`src/rtl/if_id_queue_if.sv`:
```
// Fetch/decode handshake bundle for if_id_queue: fetch-side word, decode-side head,
// flush and occupancy. The queue takes the slave modport, its environment the master.
interface if_id_queue_if #(
    parameter int DEPTH = 2
);
    localparam int CW = $clog2(DEPTH) + 1;

    logic          if_valid;
    logic          if_ready;
    logic [31:0]   if_inst;
    logic [31:0]   if_pc;
    logic [31:0]   if_pc4;
    logic          flush;
    logic          id_valid;
    logic          id_ready;
    logic [31:0]   id_inst;
    logic [31:0]   id_pc;
    logic [31:0]   id_pc4;
    logic [CW-1:0] count;

    modport master (
        output if_valid, if_inst, if_pc, if_pc4, flush, id_ready,
        input  if_ready, id_valid, id_inst, id_pc, id_pc4, count
    );

    modport slave (
        input  if_valid, if_inst, if_pc, if_pc4, flush, id_ready,
        output if_ready, id_valid, id_inst, id_pc, id_pc4, count
    );
endinterface

```
`src/rtl/if_id_queue.sv`:
```
// IF/ID instruction queue: DEPTH-entry circular buffer of {inst, pc, pc4} with
// first-word fall-through head. Optional macro IF_ID_NOP_FILL_EN shows a NOP bubble when empty.
module if_id_queue #(
    parameter int          DEPTH    = 2,
    parameter logic [31:0] NOP_INST = 32'h0000_0013
) (
    input  logic         clk,
    input  logic         rst_n,
    if_id_queue_if.slave bus
);
    localparam int PW = $clog2(DEPTH);
    localparam int CW = PW + 1;
    localparam logic [CW-1:0] FULL_COUNT = CW'(DEPTH);

    logic [PW-1:0] r_wr_ptr;
    logic [PW-1:0] r_rd_ptr;
    logic [CW-1:0] r_count;

    logic w_full;
    logic w_empty;
    logic w_push;
    logic w_pop;
    logic w_wr_en;

    logic [31:0] w_ent_inst [DEPTH];
    logic [31:0] w_ent_pc   [DEPTH];
    logic [31:0] w_ent_pc4  [DEPTH];

    logic [31:0] w_head_inst;
    logic [31:0] w_head_pc;
    logic [31:0] w_head_pc4;

    assign w_full  = (r_count == FULL_COUNT);
    assign w_empty = (r_count == '0);
    assign w_push  = bus.if_valid && !w_full;
    assign w_pop   = bus.id_ready && !w_empty;
    // A flushed push must not land in storage either, not just be uncounted.
    assign w_wr_en = w_push && !bus.flush;

    genvar gi;
    generate
        for (gi = 0; gi < DEPTH; gi++) begin : g_entry
            logic [31:0] r_inst;
            logic [31:0] r_pc;
            logic [31:0] r_pc4;

            always_ff @(posedge clk) begin
                if (!rst_n) begin
                    r_inst <= '0;
                    r_pc   <= '0;
                    r_pc4  <= '0;
                end else if (w_wr_en && (r_wr_ptr == PW'(gi))) begin
                    r_inst <= bus.if_inst;
                    r_pc   <= bus.if_pc;
                    r_pc4  <= bus.if_pc4;
                end
            end

            assign w_ent_inst[gi] = r_inst;
            assign w_ent_pc[gi]   = r_pc;
            assign w_ent_pc4[gi]  = r_pc4;
        end
    endgenerate

    always_ff @(posedge clk) begin
        if (!rst_n) begin
            r_wr_ptr <= '0;
            r_rd_ptr <= '0;
            r_count  <= '0;
        end else if (bus.flush) begin
            r_wr_ptr <= '0;
            r_rd_ptr <= '0;
            r_count  <= '0;
        end else begin
            if (w_push) begin
                r_wr_ptr <= r_wr_ptr + PW'(1);
            end
            if (w_pop) begin
                r_rd_ptr <= r_rd_ptr + PW'(1);
            end
            case ({w_push, w_pop})
                2'b10:   r_count <= r_count + CW'(1);
                2'b01:   r_count <= r_count - CW'(1);
                default: r_count <= r_count;
            endcase
        end
    end

    assign w_head_inst = w_ent_inst[r_rd_ptr];
    assign w_head_pc   = w_ent_pc[r_rd_ptr];
    assign w_head_pc4  = w_ent_pc4[r_rd_ptr];

    assign bus.if_ready = !w_full;
    assign bus.id_valid = !w_empty;
    assign bus.count    = r_count;

`ifdef IF_ID_NOP_FILL_EN
    assign bus.id_inst = w_empty ? NOP_INST : w_head_inst;
    assign bus.id_pc   = w_empty ? 32'h0 : w_head_pc;
    assign bus.id_pc4  = w_empty ? 32'h0 : w_head_pc4;
`else
    assign bus.id_inst = w_head_inst;
    assign bus.id_pc   = w_head_pc;
    assign bus.id_pc4  = w_head_pc4;
`endif
endmodule

```
`src/flat_wrapper.sv`:
```
// flat-port wrapper written by rule: the top's interface ports become plain ports
module if_id_queue_flat 
#(
    parameter int          DEPTH    = 2,
    parameter logic [31:0] NOP_INST = 32'h0000_0013
)
  (clk, rst_n, bus_if_valid, bus_if_inst, bus_if_pc, bus_if_pc4, bus_flush, bus_id_ready, bus_if_ready, bus_id_valid, bus_id_inst, bus_id_pc, bus_id_pc4, bus_count);
  if_id_queue_if #(.DEPTH(DEPTH)) bus_i ();
  input  logic clk;
  input  logic rst_n;
  input wire logic [$bits(bus_i.if_valid)-1:0] bus_if_valid;
  input wire logic [$bits(bus_i.if_inst)-1:0] bus_if_inst;
  input wire logic [$bits(bus_i.if_pc)-1:0] bus_if_pc;
  input wire logic [$bits(bus_i.if_pc4)-1:0] bus_if_pc4;
  input wire logic [$bits(bus_i.flush)-1:0] bus_flush;
  input wire logic [$bits(bus_i.id_ready)-1:0] bus_id_ready;
  output wire logic [$bits(bus_i.if_ready)-1:0] bus_if_ready;
  output wire logic [$bits(bus_i.id_valid)-1:0] bus_id_valid;
  output wire logic [$bits(bus_i.id_inst)-1:0] bus_id_inst;
  output wire logic [$bits(bus_i.id_pc)-1:0] bus_id_pc;
  output wire logic [$bits(bus_i.id_pc4)-1:0] bus_id_pc4;
  output wire logic [$bits(bus_i.count)-1:0] bus_count;
  assign bus_i.if_valid = bus_if_valid;
  assign bus_i.if_inst = bus_if_inst;
  assign bus_i.if_pc = bus_if_pc;
  assign bus_i.if_pc4 = bus_if_pc4;
  assign bus_i.flush = bus_flush;
  assign bus_i.id_ready = bus_id_ready;
  assign bus_if_ready = bus_i.if_ready;
  assign bus_id_valid = bus_i.id_valid;
  assign bus_id_inst = bus_i.id_inst;
  assign bus_id_pc = bus_i.id_pc;
  assign bus_id_pc4 = bus_i.id_pc4;
  assign bus_count = bus_i.count;
  if_id_queue #(.DEPTH(DEPTH), .NOP_INST(NOP_INST)) u_core (.clk(clk), .rst_n(rst_n), .bus(bus_i));
endmodule
```
`config.mk`:
```
export PLATFORM = sky130hd
export DESIGN_NAME = if_id_queue_flat
export DESIGN_NICKNAME = d
export VERILOG_FILES = /design/src/rtl/if_id_queue_if.sv /design/src/rtl/if_id_queue.sv /design/src/flat_wrapper.sv
export SDC_FILE = /design/constraint.sdc
export NUM_CORES = 1
export LEC_CHECK = 0
export BUFFER_PORTS_ARGS = -buffer_cell sky130_fd_sc_hd__buf_2
export CAP_MARGIN = 40
export CORE_MARGIN = 10
export CORE_UTILIZATION = 54
export DETAILED_ROUTE_END_ITERATION = 12
export PLACE_DENSITY = 0.82
export SETUP_SLACK_MARGIN = 0.02
export SYNTH_ARGS = -nofsm -noshare
export SYNTH_HDL_FRONTEND = slang
export SYNTH_SLANG_ARGS = --single-unit
```
`constraint.sdc`:
```
create_clock -name clk -period 2 [get_ports clk]
set_input_delay 0.2 -clock clk [delete_from_list [all_inputs] [get_ports clk]]
set_output_delay 0.2 -clock clk [all_outputs]
set_load 0.1 [all_outputs]
```
==> run_results.csv, run 1 <==
group,metric,value,unit
routing,drt-pass1-iter-count,5,
setup_path,cp_slowest_cell,"dfxtp_4",
job,maxCapViolations,0,
setup_path,cp.depth,4,
power,power_leakage,5.20,nW
worst_hold_path,min_from,"bus_if_inst[7]",
placement,port_buffers,200,
setup_path,crit_end,"bus_id_inst[4]",
layout,mostFrequentLayoutCells,"290 x nand2_1, 193 x dfxtp_1, 192 x mux2i_1, 113 x buf_2, 96 x mux2_2",
timing,hold_viol,0,
setup_path,crit_fanout,14,
layout,nets,1142,
synth,synth_top_family_by_area,"multiplexers",
grt,antenna_found_initial,1,
routing,routed_via_density,5.19,
die,die_area,21200,um^2
setup_path,crit_chain,"buf_6 > clkbuf_16 > mux2_2 > buf_6",
routing,drt_iter0_markers,290,
clock_network,cts_tree,"built",
layout,drive_above_1_share,0.339,
setup_path,crit_path_start_kind,"flop",
synth,synth-seq-area-share,0.460,
synth,synth-compound-area-share,0.00323,
die,rows,45,
grt,grt_pass1_wl,33.1,mm
timing,post-route-period-util,0.977,
power,pwr_density_cell,858,nW/um^2
clock_network,cts_buffers,17,
setup_path,r2r_cells,5,
die,design.core.area,15300,um^2
synth,synthesis.nets,961,
setup_path,worstReg2RegStart,"u_core.bus.count[1]$_SDFFE_PP0P_",
grt,grt_use_total,0.185,
timing,tightest_slew,0.508,ns
routing,wl,20.8,mm
setup_path,cp_top_family,"buffers and inverters",
setup_path,worstSetupStartpoint,"u_core.r_rd_ptr$_SDFFE_PP0P_",
setup_path,cp_num_buf_inv,3,
clock_network,clock_sinks,196,
timing,max_slew_margin,0.664,
synth,synth_xor_area_frac,0.00308,
worst_hold_path,worstHoldPathType,"input pin to flop",
routing,via_count,6571,
synth,yosys_warnings,0,
timing,setup_viol,0,
routing,route.detailed.drc,0,
power,ir_worst_vdd,0.578,mV
synth,syn_avg_cell_area,9.92,um^2
setup_path,reg2reg_slack,0.31,ns
outcome,status,"complete, no violations",
clock_network,cts.reportedPaths.clkPinSlew,0.07,ns
timing,fmax,512,MHz
clock_network,clockBufferDepth,2,
clock_network,clock_latency,0.43,ns
synth,ys_seq_elements,196,
die,num_io_pins,201,
placement,dpl.hpwl,14.0,mm
placement,place.gp.congestion,0.765,
setup_path,end_kind,"primary output",
die,initial_core_util,0.557,
setup_path,worstPathRequired,1.80,ns
layout,layout_commonest_cell,"nand2_1",
setup_path,arrival,1.75,ns
die,die_h,146,um
timing,timing.setup.tns,0,ns
setup_path,reg2reg_to,"u_core.g_entry[1].r_pc[24]$_SDFFE_PN0P_",
synth,mappedNetlistArea,8520,um^2
setup_path,cpMostUsedCell,"buf_6",
layout,syn_to_final_growth,26.7,%
setup_path,crit_type,"flop to primary output",
clock_network,root_buffer,"clkbuf_16",
die,die_w,146,um
synth,yosys.area_share.simple,0.134,
grt,grt_pass1_vias,6750,
synth,netlist_instances,859,
timing,min_period,1.95,ns
clock_network,postCtsHoldBufs,0,
grt,grt_max_degree,74,
timing,drv_slew,0,
routing,drtAntennaViolNets,0,
synth,synth_fa_ha_area_frac,0.00147,
synth,synthMuxAreaShare,0.352,
routing,avgRoutedWirePerCell,16.4,um
clock_network,htreeDepth,4,
setup_path,slowest_delay,0.40,ns
timing,fin_worst_skew,0.0123,ns
synth,synth_cell_types,23,
grt,grt-ovfl-total,0,
layout,final_util,0.705,
timing,rsz0062_at_grt,"true",
-- routing by layer --
metal | vias to the layer above | share of wire | global-route usage
met1 | 3129 | 0.44 | 0.224
met4 | 0 | 0.012 | 0.0536
met2 | 200 | 0.49 | 0.308
met5 | - | 0 | 0
li1 | 3222 | - | -
met3 | 20 | 0.060 | 0.0562
-- cell usage after synthesis (all sizes together) --
cell type,n,share of area
nand2,290,0.13
nor2,2,0.00088
or3,2,0.0015
buf,36,0.032
ha,1,0.0015
a21oi,2,0.0012
o21ai,2,0.0012
mux2i,192,0.23
or2,1,0.00073
xor2,1,0.0010
xnor2,2,0.0021
dfxtp,196,0.46
nand4,1,0.00073
inv,3,0.0013
nor2b,1,0.0010
mux2,96,0.13
nor4,1,0.0015
o21a,1,0.00088
clkbuf,29,0.013
-- stage by stage --
stage	hold slack [ns]	power (mW)	std cells	setup slack, ns	area (um^2)
after floorplan	0.362	5.49	859	0.0222	8530
after global placement	0.440	5.80	1225	0.318	9720
after detailed placement	0.445	5.82	1225	0.307	9720
after CTS	0.0233	9.26	1259	0.00388	10500
after global routing	0.0282	9.57	1264	-0.00515	10800
final	0.0415	9.26	1265	0.0467	10800
-- worst register-to-register path: cells and delay by family (launching register included) --
family	cells	cell delay [ns]
buf+inv	2	0.43
flops	1	0.37
mux	1	0.33
simple gates	2	0.49
-- worst min path at each step --
stage | end | slack (ns) | cells after the start
finish | u_core.g_entry[0].r_inst[7]$_SDFFE_PN0P_ | 0.04 | 3
global route | u_core.g_entry[1].r_pc4[27]$_SDFFE_PN0P_ | 0.03 | 3
CTS | u_core.g_entry[1].r_pc4[27]$_SDFFE_PN0P_ | 0.02 | 3
detailed placement | u_core.g_entry[0].r_pc[25]$_SDFFE_PN0P_ | 0.45 | 2
global placement | u_core.g_entry[0].r_inst[11]$_SDFFE_PN0P_ | 0.44 | 2
floorplan | u_core.g_entry[1].r_inst[0]$_SDFFE_PN0P_ | 0.36 | 2
-- report_power, final --
part / internal (mW) / switching [mW]
clock network: 2.00 / 1.41
logic: 0.511 / 1.23
registers: 4.03 / 0.0742
-- what timing repair did --
action	4_1_cts	5_1_grt
setup endpoints to repair	82	90
buffers inserted	2	4
hold endpoints to repair	0	0
cloned	0	1
gates resized for setup	70	68
-- registers in the layout, summed over array words and instances, names as in the netlist --
name and flops:
u_core.g_entry.r_inst 64, u_core.g_entry.r_pc4 64, u_core.g_entry.r_pc 64, u_core.bus.count 2, u_core.r_rd_ptr 1, u_core.r_wr_ptr 1
-- cell type report --
class                   count  area, um^2
repair buffers            227        1780
clock inverters             9         129
well taps                 211         264
fillers                  1092        4520
flip-flops and latches    196        3940
inverters                   3        11.3
multi-input cells         595        4220
diodes                      1        2.50
clock buffers              23         458
-- cell families (layout without fill, tap and decap cells) --
family | after synthesis | count (layout)
mux | 288 | 288
buf+inv | 68 | 262
compound gates | 5 | 5
simple gates | 298 | 298
fa+ha+maj | 1 | 1
flops | 196 | 196
xor+xnor | 3 | 3
other cells | 0 | 1
No activity file was read; power rests on OpenSTA's default activity.
==> run 2, diff against run 1 <==
Settings changed: PLACE_DENSITY 0.82 to not set, PLACE_DENSITY_LB_ADDON set to 0.08.
==> run_results.csv, run 2 (synthesis results as in run 1) <==
group,metric,value,unit
routing,drt_iter0_markers,251,
worst_hold_path,hold_depth,3,
timing,fin_worst_skew,0.00976,ns
placement,place.gp.congestion,0.735,
die,rows,45,
setup_path,slowest_delay,0.44,ns
layout,drive_above_1_share,0.336,
setup_path,end_kind,"primary output",
grt,grt_max_degree,72,
timing,timing.setup.tns,0,ns
clock_network,clock_sinks,196,
die,initial_core_util,0.557,
worst_hold_path,min_from,"bus_if_pc4[23]",
timing,setup_slack,0.0451,ns
layout,reg_top3,"u_core.g_entry.r_inst (64), u_core.g_entry.r_pc4 (64), u_core.g_entry.r_pc (64)",
setup_path,arrival,1.75,ns
worst_hold_path,min_to,"u_core.g_entry[1].r_pc4[23]$_SDFFE_PN0P_",
routing,drt-pass1-iter-count,4,
setup_path,crit_path_start_kind,"flop",
worst_hold_path,worstHoldPathType,"input pin to flop",
clock_network,clock_latency,0.43,ns
clock_network,postCtsHoldBufs,0,
die,design.core.area,15300,um^2
timing,setup_viol,0,
grt,antenna_found_initial,0,
die,die_w,146,um
power,pwr_density_cell,884,nW/um^2
grt,grt-ovfl-total,0,
layout,mostFrequentLayoutCells,"290 x nand2_1, 193 x dfxtp_1, 192 x mux2i_1, 133 x buf_2, 96 x mux2_2",
setup_path,r2r_cells,5,
timing,tightest_slew,0.513,ns
routing,routed_via_density,5.04,
clock_network,root_buffer,"clkbuf_16",
timing,max_slew_margin,0.658,
setup_path,worstReg2RegStart,"u_core.bus.count[1]$_SDFFE_PP0P_",
job,maxCapViolations,0,
grt,grt_pass1_wl,32.9,mm
grt,grt_pass1_vias,6521,
timing,drv_slew,0,
grt,grt_use_total,0.186,
setup_path,reg2reg_slack,0.34,ns
die,die_h,146,um
timing,rsz0062_at_grt,"true",
outcome,status,"complete, no violations",
setup_path,crit_chain,"buf_4 > mux2_2 > clkbuf_4",
clock_network,clockBufferDepth,2,
setup_path,reg2reg_to,"u_core.g_entry[1].r_pc4[5]$_SDFFE_PN0P_",
setup_path,crit_fanout,13,
routing,route.detailed.drc,0,
layout,multi_input_area,4220,um^2
timing,post-route-period-util,0.977,
power,ir_worst_vdd,0.577,mV
setup_path,worstPathRequired,1.80,ns
layout,layout_commonest_cell,"nand2_1",
placement,dpl.hpwl,13.6,mm
layout,nFillCells,1246,
timing,fmax,512,MHz
clock_network,htreeDepth,4,
routing,drtAntennaViolNets,0,
clock_network,cts.reportedPaths.clkPinSlew,0.07,ns
clock_network,cts_buffers,17,
power,power_leakage,5.14,nW
routing,avgRoutedWirePerCell,16.1,um
die,num_io_pins,201,
layout,syn_to_final_growth,23.8,%
layout,diodes,0,
placement,port_buffers,200,
timing,min_period,1.95,ns
setup_path,cp_slowest_cell,"dfxtp_4",
placement,place_ws,0.372,ns
routing,wl,20.2,mm
setup_path,crit_type,"flop to primary output",
layout,regArea,3940,um^2
layout,nets,1133,
timing,hold_viol,0,
die,die_area,21200,um^2
routing,via_count,6324,
clock_network,cts_tree,"built",
[run 2: final cells by class]
class,instances,area share
clock buffers,19,0.0410
clock inverters,13,0.0173
inverters,3,0.00107
multi-input cells,595,0.400
flip-flops and latches,196,0.373
well taps,211,0.0250
repair buffers,218,0.143
[run 2: worst max path at each step]
stage / start / slack (ns) / cells after the start / endpoint
6_report: u_core.r_rd_ptr$_SDFFE_PP0P_ / 0.05 / 3 / bus_id_pc[20]
3_5_place_dp: u_core.bus.count[1]$_SDFFE_PP0P_ / 0.37 / 5 / u_core.g_entry[1].r_pc4[13]$_SDFFE_PN0P_
3_3_place_gp: u_core.r_rd_ptr$_SDFFE_PP0P_ / 0.39 / 3 / bus_id_pc[6]
2_1_floorplan: u_core.bus.count[0]$_SDFFE_PP0P_ / 0.02 / 6 / u_core.bus.count[1]$_SDFFE_PP0P_
5_1_grt: u_core.r_rd_ptr$_SDFFE_PP0P_ / -0.02 / 3 / bus_id_inst[7]
4_1_cts: u_core.r_rd_ptr$_SDFFE_PP0P_ / 0.01 / 3 / bus_id_pc4[17]
[run 2: metal layers]
layer,wire (um),share of wire,global-route usage,vias up
met4,367,0.018,0.0622,0
met3,897,0.044,0.0491,25
met5,0,0,0,-
met2,9440,0.47,0.302,154
li1,-,-,-,3204
met1,9490,0.47,0.234,2941
[run 2: critical path: cells and delay by family, from the launching register on]
family	cells	cell delay, ns
buffers and inverters	2	0.53
DFF	1	0.44
muxes	1	0.36
[run 2: power by group]
group	switching [mW]	internal (mW)	leakage, nW
registers	0.0748	4.03	1.59
logic	1.21	0.465	3.25
clock network	1.45	2.09	0.297
[run 2: timing repair]
action                     in CTS  in global routing
setup buffers                   2                  0
gates resized for setup        45                 53
hold endpoints to repair        0                  0
gates cloned                    1                  0
setup endpoints to repair      87                 44
[run 2: through the flow]
stage,std cells,power [mW],utilization,instance area (um^2),hold slack [ns]
after CTS,1255,9.38,0.684,10500,0.0277
final,1255,9.33,0.689,10600,0.0344
after detailed placement,1220,5.81,0.633,9690,0.444
after global placement,1220,5.81,0.633,9690,0.440
after global routing,1255,9.65,0.689,10600,0.0300
after floorplan,859,5.49,-,8530,0.362
==> run 3, diff against run 2 <==
Settings changed: ABC_AREA set to 1, CORE_UTILIZATION 54 to 55.
==> run_results.csv, run 3 <==
group,metric,value,unit
layout,nets,1947,
die,num_io_pins,201,
clock_network,cts_tree,"built",
routing,drt-pass1-iter-count,5,
grt,grt-ovfl-total,0,
clock_network,cts_buffers,17,
setup_path,slowest_delay,0.54,ns
synth,yosysMostFrequentCell,"nand2_1",
synth,synth_top_cell_area_share,0.400,
synth,netlist_instances,1664,
clock_network,root_buffer,"clkbuf_16",
timing,rsz0062_at_grt,"true",
clock_network,clock_latency,0.44,ns
setup_path,crit_fanout,20,
die,initial_core_util,0.563,
synth,synth_top_cell_by_area,"dfxtp_1",
timing,post-route-period-util,0.974,
power,power_leakage,7.34,nW
synth,synth.area.top_cells,"dfxtp_1 40%, nand2_1 19%, inv_1 15%",
synth,synthesis.nets,1766,
placement,port_buffers,200,
synth,synth_cell_types,20,
power,p_int,6.82,mW
worst_hold_path,min_from,"bus_if_pc4[25]",
clock_network,clockBufferDepth,2,
synth,mappedNetlistArea,9810,um^2
routing,wl,25.6,mm
routing,routed_via_density,4.59,
power,pwr-share-clk,0.328,
grt,grt_pass1_wl,42.7,mm
power,sw_frac_of_total,0.348,
die,design.core.area,17400,um^2
routing,drtAntennaViolNets,0,
synth,synth-seq-area-share,0.400,
die,die_h,154,um
synth,syn_avg_cell_area,5.90,um^2
clock_network,htreeDepth,4,
layout,nFillCells,1324,
timing,hold_viol,0,
setup_path,r2r_cells,8,
synth,synth_common_cells,"486 x nand2_1, 390 x inv_1, 291 x nor2_1",
power,p_switching,3.63,mW
setup_path,reg2reg_to,"u_core.g_entry[1].r_pc4[29]$_SDFFE_PN0P_",
worst_hold_path,hold_depth,3,
power,ir_worst_vdd,0.628,mV
power,p_comb_frac,0.274,
grt,grt_use_total,0.213,
setup_path,worstReg2RegStart,"u_core.bus.count[0]$_SDFFE_PP0P_",
grt,grt_pass1_vias,9015,
timing,setup_viol,0,
routing,drt_iter0_markers,591,
grt,antenna_found_initial,1,
layout,reg_top3,"u_core.g_entry.r_inst (64), u_core.g_entry.r_pc4 (64), u_core.g_entry.r_pc (64)",
setup_path,reg2reg_slack,0.48,ns
timing,drv_slew,0,
setup_path,arrival,1.75,ns
layout,drive_above_1_share,0.162,
outcome,status,"complete, no violations",
worst_hold_path,worstHoldPathType,"input pin to flop",
clock_network,cts.reportedPaths.clkPinSlew,0.08,ns
job,maxCapViolations,0,
routing,route.detailed.drc,0,
die,die_area,23600,um^2
setup_path,crit_path_start_kind,"flop",
setup_path,crit_type,"flop to primary output",
placement,place.gp.congestion,0.820,
layout,layout_commonest_cell,"nand2_1",
layout,final_util,0.774,
layout,mostFrequentLayoutCells,"485 x nand2_1, 390 x inv_1, 291 x nor2_1, 193 x dfxtp_1, 108 x buf_12",
routing,via_count,9559,
timing,max_slew_margin,0.613,
synth,yosys_warnings,0,
synth,ys_seq_elements,196,
layout,regArea,3940,um^2
layout,multi_input_area,4110,um^2
timing,tightest_slew,0.575,ns
synth,ys_async_sr_fraction,0,
grt,grt_max_degree,69,
die,die_w,154,um
power,power,10.5,mW
timing,fmax,513,MHz
placement,dpl.hpwl,17.1,mm
synth,synth_edf_count,0,
die,rows,48,
setup_path,crit_chain,"buf_4 > nand2_1 > o21ai_2 > buf_12",
setup_path,worstPathRequired,1.80,ns
timing,min_period,1.95,ns
synth,synth_flop_cell,"dfxtp_1",
setup_path,cp_slowest_cell,"dfxtp_4",
power,seq_power_share,0.397,
layout,syn_to_final_growth,37.4,%
power,pwr_density_cell,775,nW/um^2
clock_network,clock_sinks,196,
routing,avgRoutedWirePerCell,12.3,um
timing,fin_worst_skew,0.00948,ns
setup_path,end_kind,"primary output",
worst_hold_path,min_to,"u_core.g_entry[1].r_pc4[25]$_SDFFE_PN0P_",
[run 3: cell types whose count changed after synthesis, sizes merged, moves of 5 or more]
cell	previous run	this run
o21ai	2	98
clkbuf	29	34
nand3	0	97
mux2i	192	0
nand2	290	489
inv	3	392
mux2	96	0
buf	36	59
nor2	2	292
[run 3: power groups by stage]
stage | combinational (mW) | clock, mW | sequential, mW
final | 2.87 | 3.43 | 4.15
after global routing | 3.07 | 3.64 | 4.17
after CTS | 2.88 | 3.47 | 4.15
after detailed placement | 2.82 | 0 | 4.24
after global placement | 2.79 | 0 | 4.24
after floorplan | 1.83 | 0 | 4.24
[run 3: kinds of logic after synthesis]
group / synth area share
flops: 0.400
simple gates: 0.351
buf+inv: 0.196
fa+ha+maj: 0.00127
compound gates: 0.0520
[run 3: critical path, delay by kind of cell (launching register included)]
| kind | cells | cell delay [ns] |
|---|---|---|
| buffers and inverters | 2 | 0.56 |
| and+or+nand+nor | 1 | 0.12 |
| DFF | 1 | 0.54 |
| AOI/OAI and AO/OA | 1 | 0.10 |
[run 3: final cells by class]
class                      count  share of cell area
antenna                        1            0.000186
multi-input combinational    983               0.305
sequential                   196               0.292
tap                          225              0.0209
clock buffer                  17              0.0315
inverter                     392               0.109
clock inverter                15              0.0122
timing repair buffer         255               0.229
[run 3: what timing repair did]
item,4_1_cts,5_1_grt
resized for setup,0,5
pin swaps,0,0
setup buffers,1,0
endpoints found under the setup margin,21,23
hold buffers,30,0
endpoints found under the hold margin,30,0
[run 3: worst max path at each step]
| stage | from | endpoint | slack, ns | depth (start not counted) |
|---|---|---|---|---|
| global placement | u_core.r_rd_ptr$_SDFFE_PP0P_ | bus_id_pc[9] | 0.41 | 3 |
| finish | u_core.r_rd_ptr$_SDFFE_PP0P_ | bus_id_inst[30] | 0.05 | 4 |
| global route | u_core.r_rd_ptr$_SDFFE_PP0P_ | bus_id_pc4[18] | -0.03 | 4 |
| floorplan | u_core.r_rd_ptr$_SDFFE_PP0P_ | bus_id_inst[0] | -0.96 | 3 |
| detailed placement | u_core.r_rd_ptr$_SDFFE_PP0P_ | bus_id_inst[0] | 0.42 | 4 |
| CTS | u_core.r_rd_ptr$_SDFFE_PP0P_ | bus_id_pc[9] | 0.03 | 3 |
[run 3: stage by stage]
step           hold slack, ns  setup WS (ns)  area [um^2]  cells  TNS (ns)
5_1_grt                0.0100        -0.0273        13500   2084    -0.120
3_3_place_gp            0.438          0.415        12600   2020         0
2_1_floorplan           0.335         -0.963         9950   1664    -58.65
6_report              0.00483         0.0510        13500   2084         0
3_5_place_dp            0.443          0.422        12600   2020         0
4_1_cts              0.000179         0.0258        13500   2083         0
[run 3: routing by layer]
metal	up-vias	routed length [um]	GRT usage
li1	5114	-	-
met4	0	462	0.0724
met1	4180	11300	0.261
met3	32	1590	0.0550
met5	-	0	0
met2	233	12300	0.354
